File: config.mk
export PLATFORM = sky130hd
export DESIGN_NAME = dmem_responder
export DESIGN_NICKNAME = d
export VERILOG_FILES = /design/src/rtl/dmem_responder.sv
export SDC_FILE = /design/constraint.sdc
export NUM_CORES = 1
export LEC_CHECK = 0
export CAP_MARGIN = 20
export CORE_UTILIZATION = 50
export CTS_CLUSTER_DIAMETER = 50
export DETAILED_ROUTE_END_ITERATION = 10
export HOLD_SLACK_MARGIN = 0.06
export PLACE_DENSITY = 0.78
export SLEW_MARGIN = 20
export SYNTH_ARGS = -nofsm -noshare
export SYNTH_HDL_FRONTEND = slang
export SYNTH_SLANG_ARGS = --single-unit
File: constraint.sdc
create_clock -name clk -period 3.4 [get_ports clk]
set_input_delay 0.68 -clock clk [delete_from_list [all_inputs] [get_ports clk]]
set_output_delay 0.68 -clock clk [all_outputs]
set_load 0.02 [all_outputs]
File: src/rtl/dmem_responder.sv
// dmem_responder: memory-side responder for the load/store buffer.
//
// Takes one load or store request at a time (address, width of 1/2/4 bytes,
// store data) and performs it as a little-endian, byte-serial sequence on a
// shared 8-bit RAM port arbitrated by mem_req_o/mem_gnt_i. Finishes with a
// one-cycle rdy_o pulse. Load data is returned raw and zero-extended.
//
// Ports:
//   clk        rising-edge clock
//   rst        asynchronous reset, active low
//   rst_c      synchronous pipeline flush, active high
//   rdy        global enable; when low every register holds
//   en_i       request valid (level, held until rdy_o is seen)
//   rw_i       1 = load, 0 = store
//   addr_i     byte address
//   data_i     store data, byte k goes to addr_i+k
//   width_i    access size in bytes (1, 2, 4; anything else is invalid)
//   rdy_o      one-cycle completion pulse
//   data_o     load result, valid while rdy_o is high
//   mem_req_o  RAM port request
//   mem_gnt_i  RAM port grant, held by the arbiter until mem_req_o falls
//   mem_a_o    RAM byte address
//   mem_dout_o RAM write byte
//   mem_wr_o   RAM write strobe
//   mem_din_i  RAM read byte, valid one cycle after its address
module dmem_responder #(
  parameter int ADDR_W = 32
) (
  input  logic              clk,
  input  logic              rst,
  input  logic              rst_c,
  input  logic              rdy,
  input  logic              en_i,
  input  logic              rw_i,
  input  logic [ADDR_W-1:0] addr_i,
  input  logic [31:0]       data_i,
  input  logic [2:0]        width_i,
  output logic              rdy_o,
  output logic [31:0]       data_o,
  output logic              mem_req_o,
  input  logic              mem_gnt_i,
  output logic [ADDR_W-1:0] mem_a_o,
  output logic [7:0]        mem_dout_o,
  output logic              mem_wr_o,
  input  logic [7:0]        mem_din_i
);

  localparam logic [2:0] S_IDLE = 3'd0;
  localparam logic [2:0] S_WAIT = 3'd1;
  localparam logic [2:0] S_XFER = 3'd2;
  localparam logic [2:0] S_TAIL = 3'd3;
  localparam logic [2:0] S_DONE = 3'd4;

  function automatic logic width_ok(input logic [2:0] w);
    return (w == 3'd1) || (w == 3'd2) || (w == 3'd4);
  endfunction

  // Index of the last byte of an access of width w.
  function automatic logic [1:0] last_idx(input logic [2:0] w);
    case (w)
      3'd2:    return 2'd1;
      3'd4:    return 2'd3;
      default: return 2'd0;
    endcase
  endfunction

  function automatic logic [7:0] get_byte(input logic [31:0] w, input logic [1:0] i);
    case (i)
      2'd0: return w[7:0];
      2'd1: return w[15:8];
      2'd2: return w[23:16];
      2'd3: return w[31:24];
    endcase
  endfunction

  function automatic logic [31:0] put_byte(input logic [31:0] w, input logic [1:0] i,
                                           input logic [7:0] b);
    logic [31:0] r;
    r = w;
    case (i)
      2'd0: r[7:0]   = b;
      2'd1: r[15:8]  = b;
      2'd2: r[23:16] = b;
      2'd3: r[31:24] = b;
    endcase
    return r;
  endfunction

  // Wraps modulo 2^ADDR_W, so page/top-of-memory crossings need no special case.
  function automatic logic [ADDR_W-1:0] byte_addr(input logic [ADDR_W-1:0] base,
                                                  input logic [1:0] i);
    return base + ADDR_W'(i);
  endfunction

  // Control and output registers (reset)
  logic [2:0]        state_q, state_d;
  logic [1:0]        cnt_q, cnt_d;
  logic              flush_q, flush_d;
  logic              rdy_o_q, rdy_o_d;
  logic [31:0]       data_o_q, data_o_d;
  logic              mem_req_q, mem_req_d;
  logic [ADDR_W-1:0] mem_a_q, mem_a_d;
  logic [7:0]        mem_dout_q, mem_dout_d;
  logic              mem_wr_q, mem_wr_d;

  // Request and result holding registers (no reset needed)
  logic              rw_q, rw_d;
  logic [ADDR_W-1:0] addr_q, addr_d;
  logic [31:0]       wdata_q, wdata_d;
  logic [2:0]        width_q, width_d;
  logic [31:0]       result_q, result_d;

  logic [1:0]        last;
  logic [1:0]        nxt;

  always_comb begin
    state_d    = state_q;
    cnt_d      = cnt_q;
    flush_d    = flush_q;
    rdy_o_d    = rdy_o_q;
    data_o_d   = data_o_q;
    mem_req_d  = mem_req_q;
    mem_a_d    = mem_a_q;
    mem_dout_d = mem_dout_q;
    mem_wr_d   = mem_wr_q;
    rw_d       = rw_q;
    addr_d     = addr_q;
    wdata_d    = wdata_q;
    width_d    = width_q;
    result_d   = result_q;
    last       = last_idx(width_q);
    nxt        = cnt_q + 2'd1;

    if (rdy) begin
      case (state_q)
        S_IDLE: begin
          rdy_o_d  = 1'b0;
          data_o_d = '0;
          // rst_c wins over a new request: nothing is latched.
          if (!rst_c && en_i) begin
            rw_d     = rw_i;
            addr_d   = addr_i;
            wdata_d  = data_i;
            width_d  = width_i;
            result_d = '0;
            flush_d  = 1'b0;
            cnt_d    = 2'd0;
            if (width_ok(width_i)) begin
              mem_req_d = 1'b1;
              state_d   = S_WAIT;
            end else begin
              // Invalid width completes immediately without touching memory.
              rdy_o_d = 1'b1;
              state_d = S_DONE;
            end
          end
        end

        S_WAIT: begin
          if (rst_c) begin
            mem_req_d = 1'b0;
            state_d   = S_IDLE;
          end else if (mem_gnt_i) begin
            cnt_d      = 2'd0;
            state_d    = S_XFER;
            mem_a_d    = addr_q;
            mem_wr_d   = ~rw_q;
            mem_dout_d = rw_q ? 8'h00 : wdata_q[7:0];
          end
        end

        S_XFER: begin
          if (rw_q) begin
            if (rst_c) begin
              state_d    = S_IDLE;
              mem_req_d  = 1'b0;
              mem_a_d    = '0;
              mem_wr_d   = 1'b0;
              mem_dout_d = 8'h00;
            end else begin
              // Read data lags its address by one cycle, so byte cnt-1 arrives now.
              if (cnt_q != 2'd0) result_d = put_byte(result_q, cnt_q - 2'd1, mem_din_i);
              if (cnt_q == last) begin
                state_d = S_TAIL;
                mem_a_d = '0;
              end else begin
                cnt_d   = nxt;
                mem_a_d = byte_addr(addr_q, nxt);
              end
            end
          end else begin
            // A flushed store still finishes its bytes; it only loses the DONE pulse.
            flush_d = flush_q | rst_c;
            if (cnt_q == last) begin
              mem_req_d  = 1'b0;
              mem_a_d    = '0;
              mem_wr_d   = 1'b0;
              mem_dout_d = 8'h00;
              if (flush_d) begin
                state_d = S_IDLE;
              end else begin
                state_d  = S_DONE;
                rdy_o_d  = 1'b1;
                data_o_d = '0;
              end
            end else begin
              cnt_d      = nxt;
              mem_a_d    = byte_addr(addr_q, nxt);
              mem_wr_d   = 1'b1;
              mem_dout_d = get_byte(wdata_q, nxt);
            end
          end
        end

        S_TAIL: begin
          mem_req_d = 1'b0;
          if (rst_c) begin
            state_d = S_IDLE;
          end else begin
            result_d = put_byte(result_q, last, mem_din_i);
            state_d  = S_DONE;
            rdy_o_d  = 1'b1;
            data_o_d = result_d;
          end
        end

        S_DONE: begin
          // The pulse is registered on entry, so a flush here can only make sure
          // nothing follows it; IDLE is the next state either way.
          rdy_o_d  = 1'b0;
          data_o_d = '0;
          state_d  = S_IDLE;
        end

        default: begin
          state_d    = S_IDLE;
          rdy_o_d    = 1'b0;
          data_o_d   = '0;
          mem_req_d  = 1'b0;
          mem_a_d    = '0;
          mem_wr_d   = 1'b0;
          mem_dout_d = 8'h00;
        end
      endcase
    end
  end

  always_ff @(posedge clk or negedge rst) begin
    if (!rst) begin
      state_q    <= S_IDLE;
      cnt_q      <= 2'd0;
      flush_q    <= 1'b0;
      rdy_o_q    <= 1'b0;
      data_o_q   <= '0;
      mem_req_q  <= 1'b0;
      mem_a_q    <= '0;
      mem_dout_q <= 8'h00;
      mem_wr_q   <= 1'b0;
    end else begin
      state_q    <= state_d;
      cnt_q      <= cnt_d;
      flush_q    <= flush_d;
      rdy_o_q    <= rdy_o_d;
      data_o_q   <= data_o_d;
      mem_req_q  <= mem_req_d;
      mem_a_q    <= mem_a_d;
      mem_dout_q <= mem_dout_d;
      mem_wr_q   <= mem_wr_d;
    end
  end

  always_ff @(posedge clk) begin
    rw_q     <= rw_d;
    addr_q   <= addr_d;
    wdata_q  <= wdata_d;
    width_q  <= width_d;
    result_q <= result_d;
  end

  assign rdy_o      = rdy_o_q;
  assign data_o     = data_o_q;
  assign mem_req_o  = mem_req_q;
  assign mem_a_o    = mem_a_q;
  assign mem_dout_o = mem_dout_q;
  assign mem_wr_o   = mem_wr_q;

endmodule

Yosys cells after proc, flatten, opt, wreduce, memory -nomap -nowiden. Index checks and enable logic that the tools add are counted.

Output and inout port bits: 75. Memories: 0. Bits in latches: 0. Flip-flop bits (word level): 181. Memory bits (writable): 0. Logic and storage cells: 162. Bits in read-only memories: 0.

Mux-type cells: 73. Shifts and indexed selects: 0. Divide/modulo/power cells: 0. Magnitude comparators: 0. Multiply operators: 0. Add/sub/neg operators: 3. Bitwise logic cells: 5. Equal/unequal tests: 39. Reductions and logical operators: 25.

Operators by type and width (count): 32-bit two-way mux (13); 32-bit case mux with 3 select lines (3); 8-bit two-way mux (14); 32-bit by 2-bit adder with 32-bit output (1); 8-bit case mux with 4 select lines (1); 8-bit AND reduction (4); 3-bit two-way mux (10); 8-bit case mux with 3 select lines (1); 2-bit inequality test, second input constant (11); 1-bit two-way mux (18); 3-bit inequality test, second input constant (5); 5-bit AND reduction (3); 2-bit equality test, second input constant (6); 3-bit by 2-bit equality test with 1-bit output, second input constant (4); 2-bit two-way mux (6); 3-bit case mux with 4 select lines (1); 6-bit AND reduction (2); 3-bit equality test, second input constant (3); 2-bit by 1-bit inequality test with 1-bit output, second input constant (4); 1-bit case mux with 4 select lines (2); 4-bit AND reduction (2); 2-bit by 1-bit equality test with 1-bit output, second input constant (3); 3-bit by 1-bit equality test with 1-bit output, second input constant (2); 2-bit zero test (3); other kinds (17) (23).

Depth between registers and ports, before layout.
Depth in word-level cells: 7. Mapped depth: 8.

Worst setup path before layout. OpenSTA, ideal clock, no wires.

Kind: input port to flip-flop. Start: input rst_c. End: register addr_q[0], enable pin. Path slack: 0.279 ns. Path buffers: 1. Data arrival time: 2.688 ns. Stages on the path: 3. Path through: buf_2 nor2_1 and4_1.

Longest elaborated chain between the ends: 3.

RTL lines: from (decl) (RTL line 31) `input logic rst_c,`; 1-bit zero test (RTL line 140) `if (!rst_c && en_i) begin`; 1-bit logical AND (RTL line 140); 3-bit AND reduction (no line); to (signal assigned) (RTL line 274) `addr_q <= addr_d;`; to (decl) (RTL line 108) `logic [ADDR_W-1:0] addr_q, addr_d;`.

No other way between the ends. A chain may end at the register's enable or synchronous reset.

Worst setup path after layout.
Start: register cnt_q[0]. End: register mem_a_q[31] (netlist: mem_a_o[31]).

Longest elaborated chain between the ends: 6.

RTL lines: from (decl) (RTL line 97) `logic [1:0] cnt_q, cnt_d;`; from (signal assigned) (RTL line 261) `cnt_q <= cnt_d;`; 2-bit by 1-bit adder with 2-bit output (RTL line 132) `nxt = cnt_q + 2'd1;`; 32-bit by 2-bit adder with 32-bit output (RTL line 92) `return base + ADDR_W'(i);`; 32-bit two-way mux * (RTL line 183, 194); 32-bit two-way mux (RTL line 174) `if (rst_c) begin`; 32-bit two-way mux * (RTL line 173) `if (rw_q) begin`; 32-bit case mux with 3 select lines * (RTL line 135) `case (state_q)`; to (signal assigned) (RTL line 266) `mem_a_q <= mem_a_d;`; to (decl) (RTL line 102) `logic [ADDR_W-1:0] mem_a_q, mem_a_d;`.

Every way passes the cells marked *; elsewhere a longest branch is shown, timed or not.

==> impl_metrics.csv <==
group,metric,value,unit
setup_path,reg2reg_to,"mem_a_o[31]",
timing,min_period_over_period,86.9,%
setup_path,crit_path_end_kind,"flip-flop",
timing,final_hold_viol_count,0,
die,die_area,0.0176,mm²
global_routing,grt_pass1_vias,6429,
timing,layout_min_cycle_time,2.95,ns
die,die_h,133,µm
final_layout,area_delta_synth_final,27.8,%
power_and_ir_drop,pwr-share-seq,44.3,%
cts,post-cts-setup-buffers,0,
cts,cts_resized,0,
final_layout,drive_gt1_share,7.62,%
power_and_ir_drop,combPwrFrac,30.6,%
cts,clockBufferDepth,2,
setup_path,crit_type,"flip-flop to flip-flop",
die,start_util,51.4,%
setup_path,worst_r2r_startpoint,"cnt_q[0]",
cts,clock-sinks,181,
global_routing,met3_usage,5.25,%
synthesis,ys.flop_type,"edfxtp_1",
timing,holdWs,0.303,ns
global_routing,grt_max_degree,82,
routing,drt-total-wl,20.3,mm
routing,firstDrtPassIters,5,
final_layout,fin_nets,971,
die,core_area,0.0166,mm²
placement,port_buffers,156,
job,cap_violations,0,
routing,drt_iter0_markers,547,
placement,dp_hpwl,14.2,mm
run_status,status,"finished clean",
global_routing,grt_pass1_wl,33.0,mm
timing,max_freq,338,MHz
synthesis,async_reset_ff_share,44.8,%
timing,worst_pin_slew,0.910,ns
cts,root_buffer,"clkbuf_16",
power_and_ir_drop,cellPowerDensity,638,mW/mm²
cts,clock_latency,0.42,ns
cts,hold_buffers,0,
routing,viasPerCell,5.83,
setup_path,required,3.70,ns
cts,htreeDepth,4,
timing,slew_viol_final,0,
power_and_ir_drop,p_sw,2.29,mW
die,io_pins,157,
timing,finClkSkew,0.00808,ns
routing,drc,0,
global_routing,antenna_found_initial,0,
timing,relSlewSlack,38.8,%
setup_path,cp-endpoint,"mem_a_o[31]",
power_and_ir_drop,vdd_ir_drop_max,0.400,mV
setup_path,path_max_fanout,12,
synthesis,yosys_register_bits,181,
timing,rsz0062_at_grt,"false",
synthesis,syn-cell-area,0.00852,mm²
setup_path,worstPathArrival,3.25,ns
global_routing,use_met1,32.5,%
timing,timing.final.setup_violations,0,
synthesis,seq_area_frac_synth,59.0,%
synthesis,yosysWarningCount,0,
global_routing,grtUsageMet2,39.0,%
global_routing,grt.overflow.total,0,
setup_path,rrSetupSlack,0.45,ns
synthesis,synth_area_leaders,"edfxtp_1 35%, dfrtp_1 24%, mux2i_1 5.6%, nand2_1 3.5%, o31ai_1 2.5%",
routing,wl_per_cell,18.2,µm
global_routing,grt-busiest-layer,"met2",
cts,cts.clk_slew.worst_paths,0.07,ns
synthesis,syn_nets,815,
die,std_cell_rows,47,
synthesis,synth_edf_count,100,
setup_path,cp-start-kind,"flip-flop",
min_path,hold_class,"primary input to asynchronous set/reset pin",
setup_path,reg2regPathDepth,8,
global_routing,track_usage,24.0,%
routing,drtAntennaViolNets,0,
placement,gp_congestion,0.876,
synthesis,synth_cells,723,
synthesis,avgSynthCellArea,11.8,µm²
power_and_ir_drop,internal_power,4.65,mW
synthesis,netlist-cell-type-count,70,
synthesis,synth_area_leader_cell,"edfxtp_1",
final_layout,diodes,0,
final_layout,n_fill_cell,1255,
power_and_ir_drop,p_leak,4.25,nW
setup_path,startpoint,"cnt_q[0]",
cts,cts_tree,"built",
power_and_ir_drop,p_clk_share,25.2,%
routing,vias,6488,
die,die_x,133,µm
cts,cts_made_buffers,17,
timing,fin_tns_setup,0,ns
power_and_ir_drop,switching_share,33.0,%
synthesis,synth_top_area_share,35.2,%
-- stage by stage --
step	worst slack (ns)	power, mW	util, %	cells	area (µm²)
finish	0.445	6.94	65.6	1112	10900
detailed placement	0.354	5.23	62.5	1080	10400
global placement	0.448	5.18	62.5	1080	10400
global route	0.208	7.26	65.6	1112	10900
CTS	0.452	6.97	65.6	1112	10900
floorplan	0.279	4.27	-	723	8520
-- flip-flops by register name (all words and copies together), names as in the netlist --
| signal | flops |
|---|---|
| result_q | 32 |
| mem_dout_o | 8 |
| rw_q | 1 |
| cnt_q | 2 |
| mem_req_o | 1 |
| wdata_q | 32 |
| flush_q | 1 |
| mem_wr_o | 1 |
| state_q | 3 |
| mem_a_o | 32 |
| width_q | 3 |
| addr_q | 32 |
| data_o | 32 |
| rdy_o | 1 |
-- Yosys cell counts (6+ instances only) --
| cell type | instances |
|---|---|
| nor2b_1 | 6 |
| nand2_1 | 80 |
| inv_1 | 26 |
| buf_2 | 12 |
| and2_1 | 11 |
| a22o_1 | 10 |
| a222oi_1 | 8 |
| nand3_1 | 21 |
| ha_1 | 9 |
| dfrtp_1 | 81 |
| a21o_1 | 8 |
| o31ai_1 | 28 |
| clkbuf_1 | 19 |
| a221o_1 | 10 |
| o211ai_1 | 7 |
| xor2_1 | 7 |
| o21ai_0 | 30 |
| mux2i_1 | 48 |
| nand4_1 | 20 |
| nor3_1 | 13 |
| nor2_1 | 47 |
| or3_1 | 7 |
| and3_1 | 8 |
| a21oi_1 | 17 |
| edfxtp_1 | 100 |
| a22oi_1 | 13 |
-- logic make-up (layout without fill, tap and decap cells) --
| kind of cell | Yosys count | in the layout | synth area share, % |
|---|---|---|---|
| compound gates | 170 | 170 | 15.0 |
| xor+xnor | 9 | 9 | 0.925 |
| simple gates | 239 | 239 | 14.2 |
| fa+ha+maj | 10 | 10 | 1.56 |
| flops | 181 | 181 | 59.0 |
| mux | 50 | 50 | 5.90 |
| buf+inv | 64 | 233 | 3.35 |
-- worst max-delay path: stages, from the launching register on --
cell and delay, ns:
dfrtp_1 0.54, inv_1 0.24, ha_1 0.40, ha_1 0.29, a21oi_1 0.16, or4_1 0.62, nor4_1 0.36, xnor2_1 0.15
o21ai_0 0.08
-- cell type report --
cell class	count	area, µm²	area share, %
Tap cell	220	275	2.53
Inverter	26	97.6	0.897
Clock inverter	13	82.6	0.759
Clock buffer	19	433	3.98
Timing Repair Buffer	175	1730	15.9
Multi-Input combinational cell	478	3240	29.7
Sequential cell	181	5030	46.2
-- power groups by stage --
stage | registers (mW) | clock network [mW] | logic (mW)
finish | 3.07 | 1.75 | 2.12
global route | 3.11 | 1.85 | 2.29
CTS | 3.07 | 1.77 | 2.14
detailed placement | 3.10 | 0 | 2.13
global placement | 3.10 | 0 | 2.08
floorplan | 3.25 | 0 | 1.02
-- metal layers --
metal	wire length [µm]	part of all wire, %
met5	0	0
met4	218	1.1
met3	1350	6.6
met2	10100	50
met1	8660	43
-- worst min-delay path by stage --
stage          slack (ns)            end       start  cells past startpoint
2_1_floorplan        0.38       cnt_q[0]         rst                      0
6_report             0.30      data_o[4]         rst                      1
3_5_place_dp         0.47      data_o[4]   data_o[4]                      2
3_3_place_gp         0.46  mem_dout_o[1]  wdata_q[1]                      1
5_1_grt              0.38      data_o[1]         rst                      1
4_1_cts              0.48      data_o[4]   data_o[4]                      2
-- cells in the final DEF, fill, tap and decap left out, drive strengths merged, types with 3 or more instances in the layout --
master | synthesis | routed
mux2i | 48 | 48
edfxtp | 100 | 100
a221o | 10 | 10
a21o | 8 | 8
and2 | 11 | 11
nand2b | 5 | 5
a22o | 11 | 11
dfrtp | 81 | 81
o31a | 5 | 5
nor3b | 4 | 4
and4 | 3 | 3
buf | 19 | 20
o21ai | 33 | 33
nand4 | 21 | 21
a22oi | 13 | 13
xor2 | 7 | 7
nor4 | 4 | 4
nand3 | 21 | 21
o31ai | 29 | 29
a21oi | 17 | 17
inv | 26 | 29
clkdlybuf4s50 | 0 | 155
nor2 | 48 | 48
o2111ai | 4 | 4
and3 | 8 | 8
nand2 | 80 | 80
clkbuf | 19 | 19
o211ai | 8 | 8
nor2b | 6 | 6
clkinv | 0 | 9
o41ai | 4 | 4
a32o | 3 | 3
or3 | 7 | 7
nor3 | 14 | 14
ha | 9 | 9
a222oi | 8 | 8
No activity file was read; power rests on OpenSTA's default activity.
